[config.mk]
export PLATFORM = sky130hd
export DESIGN_NAME = fp_alu_scheduler_flat
export DESIGN_NICKNAME = d
export VERILOG_FILES = /design/src/rtl/fp_alu_scheduler_if.sv /design/src/rtl/fp_alu_scheduler.sv /design/src/flat_wrapper.sv
export SDC_FILE = /design/constraint.sdc
export NUM_CORES = 1
export LEC_CHECK = 0
export CORE_AREA = 2 2 234 236
export CTS_CLUSTER_SIZE = 10
export DETAILED_ROUTE_END_ITERATION = 6
export DIE_AREA = 0 0 236 238
export PLACE_DENSITY = 0.45
export SETUP_SLACK_MARGIN = 0.02
export SLEW_MARGIN = 20
export SYNTH_ARGS = -nofsm -noshare
export SYNTH_HDL_FRONTEND = slang
export SYNTH_SLANG_ARGS = --single-unit
[constraint.sdc]
create_clock -name clk_i -period 2.95 [get_ports clk_i]
set_input_delay 0.59 -clock clk_i [delete_from_list [all_inputs] [get_ports clk_i]]
set_output_delay 0.59 -clock clk_i [all_outputs]
set_load 0.1 [all_outputs]
[src/rtl/fp_alu_scheduler_if.sv]
// Request, ALU, response and sticky-flag bundle around the shared FP ALU scheduler.
// Signal suffixes (_i/_o) are named from the scheduler's point of view.
interface fp_alu_scheduler_if #(
    parameter int NUM_REQ = 4,
    parameter int ADDR_W  = 3,
    parameter int ID_W    = 2
);
    logic [NUM_REQ-1:0]        req_valid_i;
    logic [NUM_REQ-1:0]        req_ready_o;
    logic [NUM_REQ*ADDR_W-1:0] req_op_i;
    logic [NUM_REQ*32-1:0]     req_a_i;
    logic [NUM_REQ*32-1:0]     req_b_i;
    logic [NUM_REQ*32-1:0]     req_c_i;
    logic [NUM_REQ*3-1:0]      req_rmode_i;

    logic [ADDR_W-1:0]         alu_op_o;
    logic [31:0]               alu_a_o;
    logic [31:0]               alu_b_o;
    logic [31:0]               alu_c_o;
    logic [2:0]                alu_rmode_o;
    logic [31:0]               alu_result_i;
    logic                      alu_ovf_i;
    logic                      alu_unf_i;
    logic                      alu_cmp_i;
    logic                      alu_inv_i;

    logic                      resp_valid_o;
    logic                      resp_ready_i;
    logic [ID_W-1:0]           resp_id_o;
    logic [31:0]               resp_result_o;
    logic                      resp_ovf_o;
    logic                      resp_unf_o;
    logic                      resp_cmp_o;
    logic                      resp_inv_o;

    logic                      flag_clr_i;
    logic                      sticky_ovf_o;
    logic                      sticky_unf_o;
    logic                      sticky_inv_o;
    logic                      busy_o;

    modport slave (
        input  req_valid_i, req_op_i, req_a_i, req_b_i, req_c_i, req_rmode_i,
        output req_ready_o,
        output alu_op_o, alu_a_o, alu_b_o, alu_c_o, alu_rmode_o,
        input  alu_result_i, alu_ovf_i, alu_unf_i, alu_cmp_i, alu_inv_i,
        output resp_valid_o, resp_id_o, resp_result_o,
        output resp_ovf_o, resp_unf_o, resp_cmp_o, resp_inv_o,
        input  resp_ready_i, flag_clr_i,
        output sticky_ovf_o, sticky_unf_o, sticky_inv_o, busy_o
    );

    modport master (
        output req_valid_i, req_op_i, req_a_i, req_b_i, req_c_i, req_rmode_i,
        input  req_ready_o,
        input  alu_op_o, alu_a_o, alu_b_o, alu_c_o, alu_rmode_o,
        output alu_result_i, alu_ovf_i, alu_unf_i, alu_cmp_i, alu_inv_i,
        input  resp_valid_o, resp_id_o, resp_result_o,
        input  resp_ovf_o, resp_unf_o, resp_cmp_o, resp_inv_o,
        output resp_ready_i, flag_clr_i,
        input  sticky_ovf_o, sticky_unf_o, sticky_inv_o, busy_o
    );
endinterface

[src/rtl/fp_alu_scheduler.sv]
// Round-robin scheduler sharing one combinational FP ALU between NUM_REQ requesters,
// with a fixed settle time, a single tagged response channel and sticky exception flags.
module fp_alu_scheduler #(
    parameter int NUM_REQ = 4,
    parameter int ADDR_W  = 3,
    parameter int LAT_CYC = 2,
    parameter int ID_W    = 2
) (
    input logic               clk_i,
    input logic               rst_i,
    fp_alu_scheduler_if.slave bus
);
    localparam int CNT_W = (LAT_CYC > 1) ? $clog2(LAT_CYC) : 1;

    typedef enum logic [1:0] {
        S_IDLE,
        S_EXEC,
        S_RESP
    } state_e;

    state_e            state_q, state_d;
    logic [ID_W-1:0]   rr_ptr_q, rr_ptr_d;
    logic [ID_W-1:0]   id_q, id_d;
    logic [CNT_W-1:0]  cnt_q, cnt_d;

    logic [ADDR_W-1:0] alu_op_q, alu_op_d;
    logic [31:0]       alu_a_q, alu_a_d;
    logic [31:0]       alu_b_q, alu_b_d;
    logic [31:0]       alu_c_q, alu_c_d;
    logic [2:0]        alu_rmode_q, alu_rmode_d;

    logic [31:0]       resp_result_q, resp_result_d;
    logic              resp_ovf_q, resp_ovf_d;
    logic              resp_unf_q, resp_unf_d;
    logic              resp_cmp_q, resp_cmp_d;
    logic              resp_inv_q, resp_inv_d;

    logic              sticky_ovf_q, sticky_ovf_d;
    logic              sticky_unf_q, sticky_unf_d;
    logic              sticky_inv_q, sticky_inv_d;

    logic              grant_any;
    logic [ID_W-1:0]   grant_idx;
    logic              accept;
    logic              capture;

    // Index reached by stepping 'step' places past ptr, wrapping at NUM_REQ.
    function automatic logic [ID_W-1:0] rr_index(input logic [ID_W-1:0] ptr, input int step);
        int sum;
        sum = int'(ptr) + step;
        if (sum >= NUM_REQ) begin
            sum = sum - NUM_REQ;
        end
        return sum[ID_W-1:0];
    endfunction

    // NOTE: every signal written in always_comb gets a default first, so no latch is inferred.
    always_comb begin
        grant_any = 1'b0;
        grant_idx = '0;
        for (int i = 1; i <= NUM_REQ; i++) begin
            if (!grant_any && bus.req_valid_i[rr_index(rr_ptr_q, i)]) begin
                grant_any = 1'b1;
                grant_idx = rr_index(rr_ptr_q, i);
            end
        end
    end

    assign accept  = (state_q == S_IDLE) && grant_any;
    assign capture = (state_q == S_EXEC) && (cnt_q == '0);

    always_comb begin
        state_d = state_q;
        unique case (state_q)
            S_IDLE:  if (grant_any)          state_d = S_EXEC;
            S_EXEC:  if (cnt_q == '0)        state_d = S_RESP;
            S_RESP:  if (bus.resp_ready_i)   state_d = S_IDLE;
            default:                         state_d = S_IDLE;
        endcase
    end

    always_comb begin
        bus.req_ready_o = '0;
        if (state_q == S_IDLE && grant_any) begin
            bus.req_ready_o[grant_idx] = 1'b1;
        end
        bus.busy_o       = (state_q != S_IDLE);
        bus.resp_valid_o = (state_q == S_RESP);
    end

    always_comb begin
        rr_ptr_d      = rr_ptr_q;
        id_d          = id_q;
        cnt_d         = cnt_q;
        alu_op_d      = alu_op_q;
        alu_a_d       = alu_a_q;
        alu_b_d       = alu_b_q;
        alu_c_d       = alu_c_q;
        alu_rmode_d   = alu_rmode_q;
        resp_result_d = resp_result_q;
        resp_ovf_d    = resp_ovf_q;
        resp_unf_d    = resp_unf_q;
        resp_cmp_d    = resp_cmp_q;
        resp_inv_d    = resp_inv_q;

        if (accept) begin
            rr_ptr_d    = grant_idx;
            id_d        = grant_idx;
            cnt_d       = CNT_W'(LAT_CYC - 1);
            alu_op_d    = bus.req_op_i[grant_idx*ADDR_W +: ADDR_W];
            alu_a_d     = bus.req_a_i[grant_idx*32 +: 32];
            alu_b_d     = bus.req_b_i[grant_idx*32 +: 32];
            alu_c_d     = bus.req_c_i[grant_idx*32 +: 32];
            alu_rmode_d = bus.req_rmode_i[grant_idx*3 +: 3];
        end

        if (state_q == S_EXEC && cnt_q != '0) begin
            cnt_d = cnt_q - CNT_W'(1);
        end

        if (capture) begin
            resp_result_d = bus.alu_result_i;
            resp_ovf_d    = bus.alu_ovf_i;
            resp_unf_d    = bus.alu_unf_i;
            resp_cmp_d    = bus.alu_cmp_i;
            resp_inv_d    = bus.alu_inv_i;
        end

        // Clear first, then OR in the capture, so a same-cycle capture survives the clear.
        sticky_ovf_d = (bus.flag_clr_i ? 1'b0 : sticky_ovf_q) | (capture & bus.alu_ovf_i);
        sticky_unf_d = (bus.flag_clr_i ? 1'b0 : sticky_unf_q) | (capture & bus.alu_unf_i);
        sticky_inv_d = (bus.flag_clr_i ? 1'b0 : sticky_inv_q) | (capture & bus.alu_inv_i);
    end

    // NOTE: sequential state uses non-blocking assignments only, so all flops update together.
    always_ff @(posedge clk_i) begin
        if (rst_i) begin
            state_q       <= S_IDLE;
            rr_ptr_q      <= ID_W'(NUM_REQ - 1);
            id_q          <= '0;
            cnt_q         <= '0;
            alu_op_q      <= '0;
            alu_a_q       <= '0;
            alu_b_q       <= '0;
            alu_c_q       <= '0;
            alu_rmode_q   <= '0;
            resp_result_q <= '0;
            resp_ovf_q    <= 1'b0;
            resp_unf_q    <= 1'b0;
            resp_cmp_q    <= 1'b0;
            resp_inv_q    <= 1'b0;
            sticky_ovf_q  <= 1'b0;
            sticky_unf_q  <= 1'b0;
            sticky_inv_q  <= 1'b0;
        end else begin
            state_q       <= state_d;
            rr_ptr_q      <= rr_ptr_d;
            id_q          <= id_d;
            cnt_q         <= cnt_d;
            alu_op_q      <= alu_op_d;
            alu_a_q       <= alu_a_d;
            alu_b_q       <= alu_b_d;
            alu_c_q       <= alu_c_d;
            alu_rmode_q   <= alu_rmode_d;
            resp_result_q <= resp_result_d;
            resp_ovf_q    <= resp_ovf_d;
            resp_unf_q    <= resp_unf_d;
            resp_cmp_q    <= resp_cmp_d;
            resp_inv_q    <= resp_inv_d;
            sticky_ovf_q  <= sticky_ovf_d;
            sticky_unf_q  <= sticky_unf_d;
            sticky_inv_q  <= sticky_inv_d;
        end
    end

    assign bus.alu_op_o      = alu_op_q;
    assign bus.alu_a_o       = alu_a_q;
    assign bus.alu_b_o       = alu_b_q;
    assign bus.alu_c_o       = alu_c_q;
    assign bus.alu_rmode_o   = alu_rmode_q;
    assign bus.resp_id_o     = id_q;
    assign bus.resp_result_o = resp_result_q;
    assign bus.resp_ovf_o    = resp_ovf_q;
    assign bus.resp_unf_o    = resp_unf_q;
    assign bus.resp_cmp_o    = resp_cmp_q;
    assign bus.resp_inv_o    = resp_inv_q;
    assign bus.sticky_ovf_o  = sticky_ovf_q;
    assign bus.sticky_unf_o  = sticky_unf_q;
    assign bus.sticky_inv_o  = sticky_inv_q;
endmodule

[src/flat_wrapper.sv]
// flat-port wrapper written by rule: the top's interface ports become plain ports
module fp_alu_scheduler_flat 
#(
    parameter int NUM_REQ = 4,
    parameter int ADDR_W  = 3,
    parameter int LAT_CYC = 2,
    parameter int ID_W    = 2
)
  (clk_i, rst_i, bus_req_valid_i, bus_req_op_i, bus_req_a_i, bus_req_b_i, bus_req_c_i, bus_req_rmode_i, bus_req_ready_o, bus_alu_op_o, bus_alu_a_o, bus_alu_b_o, bus_alu_c_o, bus_alu_rmode_o, bus_alu_result_i, bus_alu_ovf_i, bus_alu_unf_i, bus_alu_cmp_i, bus_alu_inv_i, bus_resp_valid_o, bus_resp_id_o, bus_resp_result_o, bus_resp_ovf_o, bus_resp_unf_o, bus_resp_cmp_o, bus_resp_inv_o, bus_resp_ready_i, bus_flag_clr_i, bus_sticky_ovf_o, bus_sticky_unf_o, bus_sticky_inv_o, bus_busy_o);
  fp_alu_scheduler_if #(.NUM_REQ(NUM_REQ), .ADDR_W(ADDR_W), .ID_W(ID_W)) bus_i ();
  input logic clk_i;
  input logic rst_i;
  input wire logic [$bits(bus_i.req_valid_i)-1:0] bus_req_valid_i;
  input wire logic [$bits(bus_i.req_op_i)-1:0] bus_req_op_i;
  input wire logic [$bits(bus_i.req_a_i)-1:0] bus_req_a_i;
  input wire logic [$bits(bus_i.req_b_i)-1:0] bus_req_b_i;
  input wire logic [$bits(bus_i.req_c_i)-1:0] bus_req_c_i;
  input wire logic [$bits(bus_i.req_rmode_i)-1:0] bus_req_rmode_i;
  output wire logic [$bits(bus_i.req_ready_o)-1:0] bus_req_ready_o;
  output wire logic [$bits(bus_i.alu_op_o)-1:0] bus_alu_op_o;
  output wire logic [$bits(bus_i.alu_a_o)-1:0] bus_alu_a_o;
  output wire logic [$bits(bus_i.alu_b_o)-1:0] bus_alu_b_o;
  output wire logic [$bits(bus_i.alu_c_o)-1:0] bus_alu_c_o;
  output wire logic [$bits(bus_i.alu_rmode_o)-1:0] bus_alu_rmode_o;
  input wire logic [$bits(bus_i.alu_result_i)-1:0] bus_alu_result_i;
  input wire logic [$bits(bus_i.alu_ovf_i)-1:0] bus_alu_ovf_i;
  input wire logic [$bits(bus_i.alu_unf_i)-1:0] bus_alu_unf_i;
  input wire logic [$bits(bus_i.alu_cmp_i)-1:0] bus_alu_cmp_i;
  input wire logic [$bits(bus_i.alu_inv_i)-1:0] bus_alu_inv_i;
  output wire logic [$bits(bus_i.resp_valid_o)-1:0] bus_resp_valid_o;
  output wire logic [$bits(bus_i.resp_id_o)-1:0] bus_resp_id_o;
  output wire logic [$bits(bus_i.resp_result_o)-1:0] bus_resp_result_o;
  output wire logic [$bits(bus_i.resp_ovf_o)-1:0] bus_resp_ovf_o;
  output wire logic [$bits(bus_i.resp_unf_o)-1:0] bus_resp_unf_o;
  output wire logic [$bits(bus_i.resp_cmp_o)-1:0] bus_resp_cmp_o;
  output wire logic [$bits(bus_i.resp_inv_o)-1:0] bus_resp_inv_o;
  input wire logic [$bits(bus_i.resp_ready_i)-1:0] bus_resp_ready_i;
  input wire logic [$bits(bus_i.flag_clr_i)-1:0] bus_flag_clr_i;
  output wire logic [$bits(bus_i.sticky_ovf_o)-1:0] bus_sticky_ovf_o;
  output wire logic [$bits(bus_i.sticky_unf_o)-1:0] bus_sticky_unf_o;
  output wire logic [$bits(bus_i.sticky_inv_o)-1:0] bus_sticky_inv_o;
  output wire logic [$bits(bus_i.busy_o)-1:0] bus_busy_o;
  assign bus_i.req_valid_i = bus_req_valid_i;
  assign bus_i.req_op_i = bus_req_op_i;
  assign bus_i.req_a_i = bus_req_a_i;
  assign bus_i.req_b_i = bus_req_b_i;
  assign bus_i.req_c_i = bus_req_c_i;
  assign bus_i.req_rmode_i = bus_req_rmode_i;
  assign bus_req_ready_o = bus_i.req_ready_o;
  assign bus_alu_op_o = bus_i.alu_op_o;
  assign bus_alu_a_o = bus_i.alu_a_o;
  assign bus_alu_b_o = bus_i.alu_b_o;
  assign bus_alu_c_o = bus_i.alu_c_o;
  assign bus_alu_rmode_o = bus_i.alu_rmode_o;
  assign bus_i.alu_result_i = bus_alu_result_i;
  assign bus_i.alu_ovf_i = bus_alu_ovf_i;
  assign bus_i.alu_unf_i = bus_alu_unf_i;
  assign bus_i.alu_cmp_i = bus_alu_cmp_i;
  assign bus_i.alu_inv_i = bus_alu_inv_i;
  assign bus_resp_valid_o = bus_i.resp_valid_o;
  assign bus_resp_id_o = bus_i.resp_id_o;
  assign bus_resp_result_o = bus_i.resp_result_o;
  assign bus_resp_ovf_o = bus_i.resp_ovf_o;
  assign bus_resp_unf_o = bus_i.resp_unf_o;
  assign bus_resp_cmp_o = bus_i.resp_cmp_o;
  assign bus_resp_inv_o = bus_i.resp_inv_o;
  assign bus_i.resp_ready_i = bus_resp_ready_i;
  assign bus_i.flag_clr_i = bus_flag_clr_i;
  assign bus_sticky_ovf_o = bus_i.sticky_ovf_o;
  assign bus_sticky_unf_o = bus_i.sticky_unf_o;
  assign bus_sticky_inv_o = bus_i.sticky_inv_o;
  assign bus_busy_o = bus_i.busy_o;
  fp_alu_scheduler #(.NUM_REQ(NUM_REQ), .ADDR_W(ADDR_W), .LAT_CYC(LAT_CYC), .ID_W(ID_W)) u_core (.clk_i(clk_i), .rst_i(rst_i), .bus(bus_i));
endmodule
==> impl_metrics.csv <==
group,metric,value,unit
floorplanning,start_util,0.152,
sta,timing.final.crit_share,0.967,
place,gp_congestion,0.824,
sta,rsz0062_at_grt,"false",
min_path,hold_path_end,"u_core.bus.resp_unf_o$_SDFFE_PP0N_",
min_path,min_from,"u_core.bus.resp_unf_o$_SDFFE_PP0N_",
route,wl,45.0,mm
sta,worst_pin_slew,930,ps
synthesis,synth-simple-area-share,0.127,
floorplanning,die_h,238,µm
sta,skew,11.0,ps
sta,slew_headroom,0.380,
route,routed_via_density,4.36,
critical_path,crit_path_cell_trace,"clkdlybuf4s50_1 > nor2b_2 > buf_4 > o21ai_4 > and3_1 > nor3_4 > buf_12",
synthesis,synthXorXnorAreaFrac,0,
sta,drv_slew,0,
synthesis,synth_top_area_frac,0.364,
critical_path,required,2360,ps
clock_tree,cts_resized,0,
route,avgRoutedWirePerCell,20.3,µm
global_route,grt_first_pass_wirelength,64.6,mm
clock_tree,clock-sinks,148,
synthesis,synth_fa_ha_area_frac,0,
synthesis,synth_compound_area_frac,0.249,
synthesis,postSynthNetCount,1386,
critical_path,critical_path_arrival,2260,ps
synthesis,syn_inst,934,
clock_tree,cts_buffer_depth,2,
power,p_int,5300,µW
place,portBuffers,600,
clock_tree,clkTransAtPathRegs,70,ps
synthesis,synthArstFlopShare,0,
clock_tree,holdBufCountCts,0,
job,cap_violations,0,
critical_path,ff2ff_path_depth,8,
synthesis,synth-seq-area-share,0.364,
min_path,hold_path_class,"flop to flop",
cells_and_area,final_cells,2218,
power,p_leak,0.00645,µW
route,detail-route-antenna-nets,0,
power,pwr-share-comb,0.539,
route,drt_iter0_markers,359,
critical_path,path_buf_inv,3,
route,routed-via-count,9669,
critical_path,r2r_end,"u_core.bus.alu_a_o[9]$_SDFFE_PP0P_",
synthesis,syn_avg_cell_area,8.72,µm²
power,peakVddDrop,393,µV
route,first_pass_iters,7,
power,power.density,671,nW/µm²
critical_path,start_kind,"input port",
critical_path,crit_path_max_incr_delay,530,ps
cells_and_area,drive_above_1_share,0.175,
global_route,gr-total-overflow,0,
clock_tree,cts_tree,"done",
route,drc,0,
synthesis,synth_area_leader_cell,"dfxtp_1",
cells_and_area,fill_cells,5738,
synthesis,synth_flop_cell,"dfxtp_1",
sta,period_minus_slack,2850,ps
synthesis,synth.most_common_cell,"dfxtp_1",
critical_path,crit_fanout,5,
power,p_switching,5150,µW
critical_path,reg2reg_from,"u_core.rr_ptr_q[0]$_SDFFE_PP1P_",
place,post-dp-hpwl,34.2,mm
floorplanning,coreArea,53500,µm²
synthesis,yosys_warnings,0,
floorplanning,rows,85,
critical_path,worstSetupEndpointType,"primary output",
critical_path,r2r_slack,760,ps
synthesis,synth_top_family_by_area,"compound AO/OA/AOI/OAI gates",
synthesis,synth.distinct_cells,34,
critical_path,critPathKind,"input port to primary output",
cells_and_area,num-nets-final,1960,
synthesis,synthMuxAreaShare,0.179,
global_route,grt_pass1_vias,9874,
power,report.power.total,10500,µW
clock_tree,root_buffer,"clkbuf_16",
global_route,track_usage,0.155,
run_status,outcome,"complete, no violations",
synthesis,synth_edf_count,0,
power,switching_share,0.493,
sta,setup_viol,0,
sta,setup_tns,0,ps
global_route,grt_max_degree,81,
clock_tree,cts_max_level,4,
place,dp.cells,2185,
cells_and_area,syn_to_final_growth,91.5,%
synthesis,yosys-top-cells-area,"dfxtp_1, mux2i_1, a211oi_1",
critical_path,critPathTopFamily,"buffers and inverters",
clock_tree,clock_latency,480,ps
synthesis,syn_area,8140,µm²
min_path,hold_path_depth,2,
power,pwr-share-seq,0.243,
clock_tree,post_cts_buffers,0,
power,clockPowerShare,0.218,
synthesis,yosys-top-cells-count,"dfxtp_1, mux2i_1, nand2_1",
sta,hold_viol,0,
critical_path,critPathSlowestCell,"clkdlybuf4s50_1",
sta,fmax,0.351,GHz
clock_tree,numCtsBuffers,17,
floorplanning,dieArea,56200,µm²
global_route,antenna_found_initial,3,
floorplanning,boundaryPins,601,
synthesis,yosys_register_bits,148,
floorplanning,die_w,236,µm
[kinds of logic (layout without fill, tap and decap cells)]
family | Yosys count | in the layout
AOI/OAI and AO/OA | 267 | 267
and+or+nand+nor | 216 | 216
buffers and inverters | 157 | 744
DFF | 148 | 148
muxes | 146 | 146
other | 0 | 1
[power groups by stage]
stage                     Sequential [µW]  Combinational (µW)  Clock [µW]
after floorplan                      4840                1440           0
after global placement               2580                5670           0
after detailed placement             2580                5690           0
after CTS                            2540                5700        2400
after global routing                 2580                5900        2450
final                                2540                5630        2280
[metal layers]
layer  vias to the layer above  wire length [µm]  global-route usage
met1                      4552             17700               0.173
met4                         2              1020              0.0508
met3                        48              3990              0.0603
met2                       435             22200               0.270
met5                         -                13                   0
li1                       4632                 -                   -
[worst max-delay path by stage]
| stage | from | to | slack [ps] | cells after the start |
|---|---|---|---|---|
| final | bus_req_valid_i[3] | bus_req_ready_o[3] | 100 | 7 |
| after global routing | bus_req_valid_i[3] | bus_req_ready_o[3] | 20 | 7 |
| after CTS | bus_req_valid_i[3] | bus_req_ready_o[3] | 30 | 7 |
| after detailed placement | bus_req_valid_i[3] | u_core.bus.alu_a_o[8]$_SDFFE_PP0P_ | 3 | 9 |
| after global placement | bus_req_valid_i[3] | bus_req_ready_o[3] | 70 | 7 |
| after floorplan | bus_req_valid_i[3] | bus_req_ready_o[0] | -100 | 5 |
[worst reg2reg max path, delay by kind of cell, from the launching register on]
| kind | cells | cell delay, ps |
|---|---|---|
| compound gates | 2 | 620 |
| buf+inv | 3 | 590 |
| flops | 1 | 420 |
| mux | 1 | 70 |
| simple gates | 2 | 370 |
[cells in the final DEF, fill, tap and decap left out, types with 7 or more instances in the layout]
| cell type | instances |
|---|---|
| a211oi_1 | 58 |
| mux2i_1 | 146 |
| clkbuf_16 | 17 |
| a21oi_1 | 42 |
| inv_1 | 58 |
| o221ai_1 | 44 |
| nor2_1 | 67 |
| a2111oi_0 | 38 |
| a2111oi_2 | 10 |
| clkdlybuf4s50_1 | 450 |
| nand2b_1 | 7 |
| a31oi_1 | 58 |
| buf_12 | 23 |
| dfxtp_1 | 148 |
| buf_4 | 181 |
| nand3b_1 | 44 |
| nand2_1 | 73 |
| a2111oi_1 | 10 |
[cell type report]
cell class                      count  area [µm²]  share of cell area
Clock inverter                     15         171              0.0110
Inverter                           58         218              0.0140
Clock buffer                       17         425              0.0273
Timing Repair Buffer              654        6320               0.406
Tap cell                          696         871              0.0559
Multi-Input combinational cell    629        4620               0.296
Antenna cell                        1        2.50            0.000161
Sequential cell                   148        2960               0.190
[stage by stage]
stage          hold slack [ps]  instance area [µm²]  utilization  worst slack [ps]
2_1_floorplan              462                 8170            -              -104
3_3_place_gp               443                15000        0.280              74.7
3_5_place_dp               448                15000        0.280              2.51
4_1_cts                    458                15600        0.291              31.1
5_1_grt                    471                15600        0.291              22.2
6_report                   457                15600        0.291              97.7
[sequential cells by signal, indices dropped and copies added (netlist names), 2 cells and up]
register and flops:
u_core.bus.alu_op_o 3, u_core.bus.alu_rmode_o 3, u_core.rr_ptr_q 2, u_core.state_q 2
u_core.bus.alu_a_o 32, u_core.bus.alu_b_o 32, u_core.bus.resp_id_o 2, u_core.bus.resp_result_o 32
u_core.bus.alu_c_o 32
No activity file was read; power rests on OpenSTA's default activity.
